===== src/rtl/ads1115_pkg.sv =====
// ads1115_pkg
//   Shared definitions for the ADS1115 I2C responder: register pointer codes,
//   config register reset value and field positions, input mux codes, the bus
//   FSM state type and the conversion result selection helpers.
package ads1115_pkg;

  // Register pointer codes (low two bits of the pointer byte).
  localparam logic [1:0] PTR_CONV      = 2'd0;
  localparam logic [1:0] PTR_CONFIG    = 2'd1;
  localparam logic [1:0] PTR_LO_THRESH = 2'd2;
  localparam logic [1:0] PTR_HI_THRESH = 2'd3;

  // Register reset values.
  localparam logic [15:0] CONFIG_RESET    = 16'h8583;
  localparam logic [15:0] LO_THRESH_RESET = 16'h8000;
  localparam logic [15:0] HI_THRESH_RESET = 16'h7FFF;

  // Config register fields.
  localparam int CFG_OS     = 15;
  localparam int CFG_MUX_HI = 14;
  localparam int CFG_MUX_LO = 12;

  // Input mux codes.
  localparam logic [2:0] MUX_AIN0_AIN1 = 3'b000;
  localparam logic [2:0] MUX_AIN0_AIN3 = 3'b001;
  localparam logic [2:0] MUX_AIN1_AIN3 = 3'b010;
  localparam logic [2:0] MUX_AIN2_AIN3 = 3'b011;
  localparam logic [2:0] MUX_AIN0      = 3'b100;
  localparam logic [2:0] MUX_AIN1      = 3'b101;
  localparam logic [2:0] MUX_AIN2      = 3'b110;
  localparam logic [2:0] MUX_AIN3      = 3'b111;

  typedef enum logic [3:0] {
    ST_IDLE,
    ST_ADDR,
    ST_ADDR_ACK,
    ST_PTR,
    ST_PTR_ACK,
    ST_WR_DATA,
    ST_WR_ACK,
    ST_RD_DATA,
    ST_RD_ACK,
    ST_IGNORE
  } i2c_state_e;

  // Signed a-b, computed with one guard bit and clamped to the 16-bit range.
  function automatic logic [15:0] sat_diff(input logic [15:0] a, input logic [15:0] b);
    logic signed [16:0] diff;
    diff = $signed({a[15], a}) - $signed({b[15], b});
    if (diff > 17'sd32767)  return 16'h7FFF;
    if (diff < -17'sd32768) return 16'h8000;
    return diff[15:0];
  endfunction

  // Conversion result for a mux code; AINn occupies ain[16n+15:16n].
  function automatic logic [15:0] conv_result(input logic [2:0] mux, input logic [63:0] ain);
    logic [15:0] ain0, ain1, ain2, ain3;
    ain0 = ain[15:0];
    ain1 = ain[31:16];
    ain2 = ain[47:32];
    ain3 = ain[63:48];
    case (mux)
      MUX_AIN0_AIN1: return sat_diff(ain0, ain1);
      MUX_AIN0_AIN3: return sat_diff(ain0, ain3);
      MUX_AIN1_AIN3: return sat_diff(ain1, ain3);
      MUX_AIN2_AIN3: return sat_diff(ain2, ain3);
      MUX_AIN0:      return ain0;
      MUX_AIN1:      return ain1;
      MUX_AIN2:      return ain2;
      default:       return ain3;
    endcase
  endfunction

endpackage


===== src/rtl/ads1115_i2c_responder_sync.sv =====
// i2c_bus_sync
//   Brings SCL/SDA into the clk domain through 2-flop synchronizers and
//   derives SCL edges plus START/STOP conditions from the synchronized values.
// Ports:
//   clk, reset            system clock, synchronous active-high reset
//   scl, sda_in           raw bus levels
//   scl_rise, scl_fall    one-clk pulses on synchronized SCL edges
//   sda_s                 synchronized SDA level
//   start_det, stop_det   one-clk pulses: SDA fell / rose while SCL high
module i2c_bus_sync (
  input  logic clk,
  input  logic reset,
  input  logic scl,
  input  logic sda_in,
  output logic scl_rise,
  output logic scl_fall,
  output logic sda_s,
  output logic start_det,
  output logic stop_det
);

  logic scl_meta, scl_s, scl_q;
  logic sda_meta, sda_q;

  // Flops reset to 1 so an idle (pulled-up) bus produces no edges on release.
  // NOTE: non-blocking assignments let every stage sample its pre-edge value;
  // blocking ones would collapse the chain into a single flop.
  always_ff @(posedge clk) begin
    if (reset) begin
      scl_meta <= 1'b1;
      scl_s    <= 1'b1;
      scl_q    <= 1'b1;
      sda_meta <= 1'b1;
      sda_s    <= 1'b1;
      sda_q    <= 1'b1;
    end else begin
      scl_meta <= scl;
      scl_s    <= scl_meta;
      scl_q    <= scl_s;
      sda_meta <= sda_in;
      sda_s    <= sda_meta;
      sda_q    <= sda_s;
    end
  end

  assign scl_rise  = scl_s & ~scl_q;
  assign scl_fall  = ~scl_s & scl_q;
  assign start_det = scl_s & scl_q & sda_q & ~sda_s;
  assign stop_det  = scl_s & scl_q & ~sda_q & sda_s;

endmodule


===== src/rtl/ads1115_i2c_responder.sv =====
// ads1115_i2c_responder
//   I2C target emulating the ADS1115 register map (pointer, config, thresholds,
//   conversion) with a timed single-shot conversion over four input channels.
// Ports:
//   clk, reset    system clock (>= 8x SCL), synchronous active-high reset
//   scl, sda_in   bus levels as seen on the wire
//   sda_oe        1 pulls SDA low (open drain)
//   ain_values    four signed 16-bit channel values, AINn = [16n+15:16n]
//   conv_busy     conversion in progress
//   conv_ready    one-clk pulse when the conversion register updates
module ads1115_i2c_responder
  import ads1115_pkg::*;
#(
  parameter logic [6:0] I2C_ADDRESS = 7'h48,
  parameter int         CONV_CYCLES = 1000
) (
  input  logic        clk,
  input  logic        reset,
  input  logic        scl,
  input  logic        sda_in,
  output logic        sda_oe,
  input  logic [63:0] ain_values,
  output logic        conv_busy,
  output logic        conv_ready
);

  localparam int CNT_W = $clog2(CONV_CYCLES) + 1;
  localparam logic [CNT_W-1:0] CNT_LAST = CNT_W'(CONV_CYCLES - 1);

  logic scl_rise, scl_fall, sda_s, start_det, stop_det;

  i2c_bus_sync u_sync (
    .clk       (clk),
    .reset     (reset),
    .scl       (scl),
    .sda_in    (sda_in),
    .scl_rise  (scl_rise),
    .scl_fall  (scl_fall),
    .sda_s     (sda_s),
    .start_det (start_det),
    .stop_det  (stop_det)
  );

  i2c_state_e       state;
  logic [3:0]       bit_cnt;
  logic [7:0]       rx_shift;
  logic [15:0]      tx_shift;
  logic             rw;
  logic             byte_sel;   // 0: next byte is MSB, 1: next byte is LSB
  logic [7:0]       wr_msb;
  logic [1:0]       pointer;
  logic [15:0]      config_reg, lo_thresh, hi_thresh, conv_reg;
  logic             conv_start;
  logic [2:0]       conv_mux;
  logic [CNT_W-1:0] conv_cnt;
  logic [15:0]      read_value;

  // Value presented for a read of the pointed register; OS reads as ~busy.
  // NOTE: read_value gets a default before the case so no path leaves it
  // unassigned, which would otherwise infer a latch.
  always_comb begin
    read_value = conv_reg;
    unique case (pointer)
      PTR_CONV:      read_value = conv_reg;
      PTR_CONFIG:    read_value = {~conv_busy, config_reg[14:0]};
      PTR_LO_THRESH: read_value = lo_thresh;
      PTR_HI_THRESH: read_value = hi_thresh;
      default:       read_value = conv_reg;
    endcase
  end

  // Bus FSM. SDA is sampled on SCL rise; sda_oe only moves on SCL fall
  // (START/STOP force a release regardless).
  always_ff @(posedge clk) begin
    if (reset) begin
      state      <= ST_IDLE;
      bit_cnt    <= '0;
      rx_shift   <= '0;
      tx_shift   <= '0;
      rw         <= 1'b0;
      byte_sel   <= 1'b0;
      wr_msb     <= '0;
      pointer    <= PTR_CONV;
      config_reg <= CONFIG_RESET;
      lo_thresh  <= LO_THRESH_RESET;
      hi_thresh  <= HI_THRESH_RESET;
      sda_oe     <= 1'b0;
      conv_start <= 1'b0;
    end else begin
      conv_start <= 1'b0;
      if (stop_det || start_det) begin
        state    <= stop_det ? ST_IDLE : ST_ADDR;
        bit_cnt  <= '0;
        byte_sel <= 1'b0;
        sda_oe   <= 1'b0;
      end else begin
        unique case (state)
          ST_IDLE: ;

          ST_ADDR: begin
            if (scl_rise) begin
              rx_shift <= {rx_shift[6:0], sda_s};
              bit_cnt  <= bit_cnt + 4'd1;
            end else if (scl_fall && bit_cnt == 4'd8) begin
              bit_cnt <= '0;
              if (rx_shift[7:1] == I2C_ADDRESS) begin
                rw     <= rx_shift[0];
                sda_oe <= 1'b1;
                state  <= ST_ADDR_ACK;
              end else begin
                state <= ST_IGNORE;
              end
            end
          end

          ST_ADDR_ACK: begin
            if (scl_fall) begin
              if (rw) begin
                // Snapshot the pair and put its first bit on the bus at once.
                tx_shift <= read_value;
                sda_oe   <= ~read_value[15];
                byte_sel <= 1'b0;
                state    <= ST_RD_DATA;
              end else begin
                sda_oe <= 1'b0;
                state  <= ST_PTR;
              end
            end
          end

          ST_PTR: begin
            if (scl_rise) begin
              rx_shift <= {rx_shift[6:0], sda_s};
              bit_cnt  <= bit_cnt + 4'd1;
            end else if (scl_fall && bit_cnt == 4'd8) begin
              bit_cnt <= '0;
              pointer <= rx_shift[1:0];
              sda_oe  <= 1'b1;
              state   <= ST_PTR_ACK;
            end
          end

          ST_PTR_ACK: begin
            if (scl_fall) begin
              sda_oe   <= 1'b0;
              byte_sel <= 1'b0;
              state    <= ST_WR_DATA;
            end
          end

          ST_WR_DATA: begin
            if (scl_rise) begin
              rx_shift <= {rx_shift[6:0], sda_s};
              bit_cnt  <= bit_cnt + 4'd1;
            end else if (scl_fall && bit_cnt == 4'd8) begin
              bit_cnt <= '0;
              if (!byte_sel) wr_msb <= rx_shift;
              sda_oe  <= 1'b1;
              state   <= ST_WR_ACK;
            end
          end

          ST_WR_ACK: begin
            // rx_shift still holds the LSB: no shifting happens in this state.
            if (scl_fall) begin
              sda_oe   <= 1'b0;
              byte_sel <= ~byte_sel;
              state    <= ST_WR_DATA;
              if (byte_sel) begin
                unique case (pointer)
                  PTR_CONFIG: begin
                    config_reg <= {wr_msb, rx_shift};
                    conv_start <= wr_msb[CFG_OS-8] & ~conv_busy;
                  end
                  PTR_LO_THRESH: lo_thresh <= {wr_msb, rx_shift};
                  PTR_HI_THRESH: hi_thresh <= {wr_msb, rx_shift};
                  default: ;  // conversion register is read-only
                endcase
              end
            end
          end

          ST_RD_DATA: begin
            if (scl_rise) begin
              bit_cnt <= bit_cnt + 4'd1;
            end else if (scl_fall) begin
              tx_shift <= {tx_shift[14:0], 1'b0};
              if (bit_cnt == 4'd8) begin
                bit_cnt <= '0;
                sda_oe  <= 1'b0;
                state   <= ST_RD_ACK;
              end else begin
                sda_oe <= ~tx_shift[14];
              end
            end
          end

          ST_RD_ACK: begin
            if (scl_rise) begin
              rx_shift <= {rx_shift[6:0], sda_s};
            end else if (scl_fall) begin
              if (!rx_shift[0]) begin
                state <= ST_RD_DATA;
                if (!byte_sel) begin
                  // After 8 shifts the LSB already sits at the top.
                  byte_sel <= 1'b1;
                  sda_oe   <= ~tx_shift[15];
                end else begin
                  byte_sel <= 1'b0;
                  tx_shift <= read_value;
                  sda_oe   <= ~read_value[15];
                end
              end else begin
                sda_oe <= 1'b0;
                state  <= ST_IGNORE;
              end
            end
          end

          ST_IGNORE: sda_oe <= 1'b0;

          default: begin
            sda_oe <= 1'b0;
            state  <= ST_IDLE;
          end
        endcase
      end
    end
  end

  // Single-shot conversion: busy for CONV_CYCLES clks, channels sampled on the
  // completion cycle.
  always_ff @(posedge clk) begin
    if (reset) begin
      conv_busy  <= 1'b0;
      conv_ready <= 1'b0;
      conv_cnt   <= '0;
      conv_mux   <= '0;
      conv_reg   <= '0;
    end else begin
      conv_ready <= 1'b0;
      if (conv_start) begin
        conv_busy <= 1'b1;
        conv_cnt  <= '0;
        conv_mux  <= config_reg[CFG_MUX_HI:CFG_MUX_LO];
      end else if (conv_busy) begin
        if (conv_cnt == CNT_LAST) begin
          conv_reg   <= conv_result(conv_mux, ain_values);
          conv_ready <= 1'b1;
          conv_busy  <= 1'b0;
        end else begin
          conv_cnt <= conv_cnt + CNT_W'(1);
        end
      end
    end
  end

endmodule


===== config.mk =====
export PLATFORM = sky130hd
export DESIGN_NAME = ads1115_i2c_responder
export DESIGN_NICKNAME = d
export VERILOG_FILES = /design/src/rtl/ads1115_pkg.sv /design/src/rtl/ads1115_i2c_responder_sync.sv /design/src/rtl/ads1115_i2c_responder.sv
export SDC_FILE = /design/constraint.sdc
export NUM_CORES = 1
export LEC_CHECK = 0
export ABC_AREA = 0
export ABC_CLOCK_PERIOD_IN_PS = 4380
export CAP_MARGIN = 20
export CELL_PAD_IN_SITES_DETAIL_PLACEMENT = 0
export CELL_PAD_IN_SITES_GLOBAL_PLACEMENT = 1
export CORE_UTILIZATION = 40
export CTS_BUF_LIST = sky130_fd_sc_hd__clkbuf_8
export DETAILED_ROUTE_END_ITERATION = 10
export PLACE_DENSITY = 0.76
export SYNTH_ARGS = -nofsm -noshare
export SYNTH_HDL_FRONTEND = slang
export SYNTH_SLANG_ARGS = --single-unit

===== constraint.sdc =====
create_clock -name clk -period 4.38 [get_ports clk]
set_input_delay 1.095 -clock clk [delete_from_list [all_inputs] [get_ports clk]]
set_output_delay 1.095 -clock clk [all_outputs]
set_load 0.03 [all_outputs]

==> flow_metrics.env <==
export IMPL_status="finished clean"
export IMPL_crit_path_frequent_cell="a21oi_1"
export IMPL_cts_root_buf="clkbuf_8"
export IMPL_min_to="u_sync.scl_s$_SDFF_PP1_"
export IMPL_grt_pass1_wl_um=52000
export IMPL_pin_count=71
export IMPL_reg2reg_to="tx_shift[4]$_SDFFE_PP0P_"
export IMPL_antenna_cells=0
export IMPL_power_mw=3.25
export IMPL_rsz0062_at_grt="false"
export IMPL_fmax_mhz=248
export IMPL_peakVddDrop_v=0.000164
export IMPL_synth_flop_cell="dfxtp_1"
export IMPL_cts_hold_buf=0
export IMPL_yosysWarnings=0
export IMPL_cts_buffer_depth=2
export IMPL_cp_start_kind="input port"
export IMPL_syn_area_um2=10100
export IMPL_cpLargestDelayFamily="compound AO/OA/AOI/OAI gates"
export IMPL_crit_slowest_cell="a21oi_2"
export IMPL_grt_pass1_vias=9295
export IMPL_rows=57
export IMPL_synth_nets=1422
export IMPL_clock_latency_ns=0.44
export IMPL_synth_edff_count=0
export IMPL_post_route_drc_count=0
export IMPL_drive_gt1_frac=0.125
export IMPL_die_w_um=161
export IMPL_netlist_top_cell_by_area="dfxtp_1"
export IMPL_timing_final_crit_share=0.921
export IMPL_setup_viol=0
export IMPL_finalNonFillerCells=1727
export IMPL_worstHoldPathCells=1
export IMPL_powerDensity_nw_per_um2=270
export IMPL_cts_setup_buffers=0
export IMPL_hold_viol=0
export IMPL_critPathKind="input port to register"
export IMPL_globalRouteOverflowTotal=0
export IMPL_drt_iter0_drc=753
export IMPL_seq_area_frac_synth=0.261
export IMPL_num_vias=9818
export IMPL_final_cell_mix="nand2_1 (177), nor2_1 (141), dfxtp_1 (131)"
export IMPL_post_cts_resized=0
export IMPL_routabilityCongestion=0.935
export IMPL_dp_cells=1695
export IMPL_setup_tns_final_ns=0
export IMPL_clk_pin_slew_ns=0.08
export IMPL_n_fill_cell=2456
export IMPL_reg2reg_slack_ns=1.24
export IMPL_grt_max_degree=51
export IMPL_area_growth_pct=19.3
export IMPL_syn_area_per_cell_um2=7.87
export IMPL_ys_types=88
export IMPL_final_cell_area_um2=12000
export IMPL_gr_usage_all_layers=0.257
export IMPL_finalWirelength_um=32600
export IMPL_drv_slew=0
export IMPL_nets=1534
export IMPL_arrival_ns=4.39
export IMPL_cts_tree="built"
export IMPL_placed_cell_area_um2=11500
export IMPL_reg2reg_from="state[2]$_SDFFE_PP0P_"
export IMPL_netlist_instances=1278
export IMPL_slowest_delay_ns=0.54
export IMPL_layout_commonest_cell="nand2_1"
export IMPL_avgRoutedWirePerCell_um=18.9
export IMPL_ys_async_sr_fraction=0
export IMPL_skew_ns=0.0108
export IMPL_critPathMaxFanout=11
export IMPL_die_area_um2=25800
export IMPL_worst_slew_pin_slew_ns=0.881
export IMPL_antenna_found_initial=0
export IMPL_cts_max_level=4
export IMPL_worstHoldStart="u_sync.scl_meta$_SDFF_PP1_"
export IMPL_crit_buf_inv=2
export IMPL_numPortBuffers=70
export IMPL_ant_nets=0
export IMPL_viasPerCell=5.69
export IMPL_max_slew_margin=0.411
export IMPL_cts_sink_count=131
export IMPL_r2r_cells=8
export IMPL_dp_final_hpwl_um=25200
export IMPL_leakagePower_nw=4.73
export IMPL_drv_cap=0
export IMPL_fp_coreArea_um2=24500
export IMPL_min_path_type="register to register"
export IMPL_initial_core_util=0.411
export IMPL_numCtsBuffers=17
export IMPL_yosys_register_bits=131
export IMPL_endpoint_kind="register"
export IMPL_synth_top_area_frac=0.261
export IMPL_period_needed_ns=4.03
export IMPL_cp_cell_sequence="clkdlybuf4s50_1 > inv_1 > ha_1 > fa_1 > nor2b_1 > o21a_1 > a31o_2 > a21oi_1 > o31a_1 > a21oi_2 > a221o_1 > a21oi_1 > a311oi_2"
export IMPL_die_h_um=161
export IMPL_required_ns=4.73
export IMPL_yosys_top_cells_area="dfxtp_1 (26%), ha_1 (9.0%), nand2_1 (6.6%), mux2i_1 (5.4%), nor2_1 (5.3%)"
export IMPL_firstDrtPassIters=7
==> final cells by class <==
| cell class | instances | area [µm²] | area share |
|---|---|---|---|
| flip-flops and latches | 131 | 2620 | 0.218 |
| multi-input cells | 1025 | 6960 | 0.579 |
| clock buffers | 19 | 262 | 0.0218 |
| inverters | 61 | 229 | 0.0191 |
| repair buffers | 154 | 1330 | 0.110 |
| clock inverters | 13 | 206 | 0.0172 |
| well taps | 324 | 405 | 0.0338 |
==> stage by stage <==
step           worst slack [ns]   util  hold slack (ns)
2_1_floorplan             0.767      -            0.389
3_3_place_gp             0.0460  0.472            0.391
3_5_place_dp            -0.0183  0.472            0.397
4_1_cts                   0.423  0.491            0.416
5_1_grt                   0.224  0.491            0.427
6_report                  0.346  0.491            0.415
==> where the power goes <==
| group | leakage [nW] | internal [mW] | switching [mW] | total, mW |
|---|---|---|---|---|
| registers | 1.06 | 1.19 | 0.00206 | 1.19 |
| logic | 3.43 | 0.379 | 0.472 | 0.851 |
| clock network | 0.237 | 0.709 | 0.493 | 1.20 |
==> layer usage <==
| layer | part of all wire | vias up | track usage |
|---|---|---|---|
| met5 | 0 | - | 0 |
| met4 | 0.014 | 0 | 0.0576 |
| met3 | 0.061 | 41 | 0.0377 |
| met2 | 0.42 | 325 | 0.379 |
| met1 | 0.50 | 4636 | 0.389 |
| li1 | - | 4816 | - |
==> how the worst max path moves through the flow <==
stage	depth (start not counted)	slack, ns	startpoint	end
6_report	13	0.35	ain_values[16]	conv_reg[7]$_SDFFE_PP0P_
5_1_grt	13	0.22	ain_values[16]	conv_reg[3]$_SDFFE_PP0P_
4_1_cts	13	0.42	ain_values[16]	conv_reg[3]$_SDFFE_PP0P_
3_5_place_dp	13	-0.02	ain_values[16]	conv_reg[3]$_SDFFE_PP0P_
3_3_place_gp	13	0.05	ain_values[16]	conv_reg[3]$_SDFFE_PP0P_
2_1_floorplan	13	0.77	ain_values[0]	conv_reg[10]$_SDFFE_PP0P_
==> cells in the mapped netlist (all sizes together) (19+ instances only) <==
library cell,number
nand2,177
nor2,143
dfxtp,131
a21oi,91
ha,72
o21ai,72
inv,61
nand3,57
mux2i,56
clkbuf,43
xnor2,34
xor2,22
nor3,19
==> worst register-to-register path, stage by stage, from the launching register on <==
cell       delay (ns)
dfxtp_1          0.59
and2_1           0.74
nand2_1          0.58
nand2_1          0.22
o2111ai_1        0.17
nor2_2           0.13
buf_4            0.29
nor2_1           0.08
a311oi_1         0.25
==> kinds of logic (layout without fill, tap and decap cells) <==
kind of cell / count (synthesis) / after routing / synth area share
simple gates: 499 / 499 / 0.228
compound gates: 320 / 320 / 0.222
flops: 131 / 131 / 0.261
buf+inv: 122 / 247 / 0.0487
fa+ha+maj: 77 / 77 / 0.0985
mux: 73 / 73 / 0.0934
xor+xnor: 56 / 56 / 0.0487
Note: power is estimated with default switching activity, not from simulation.
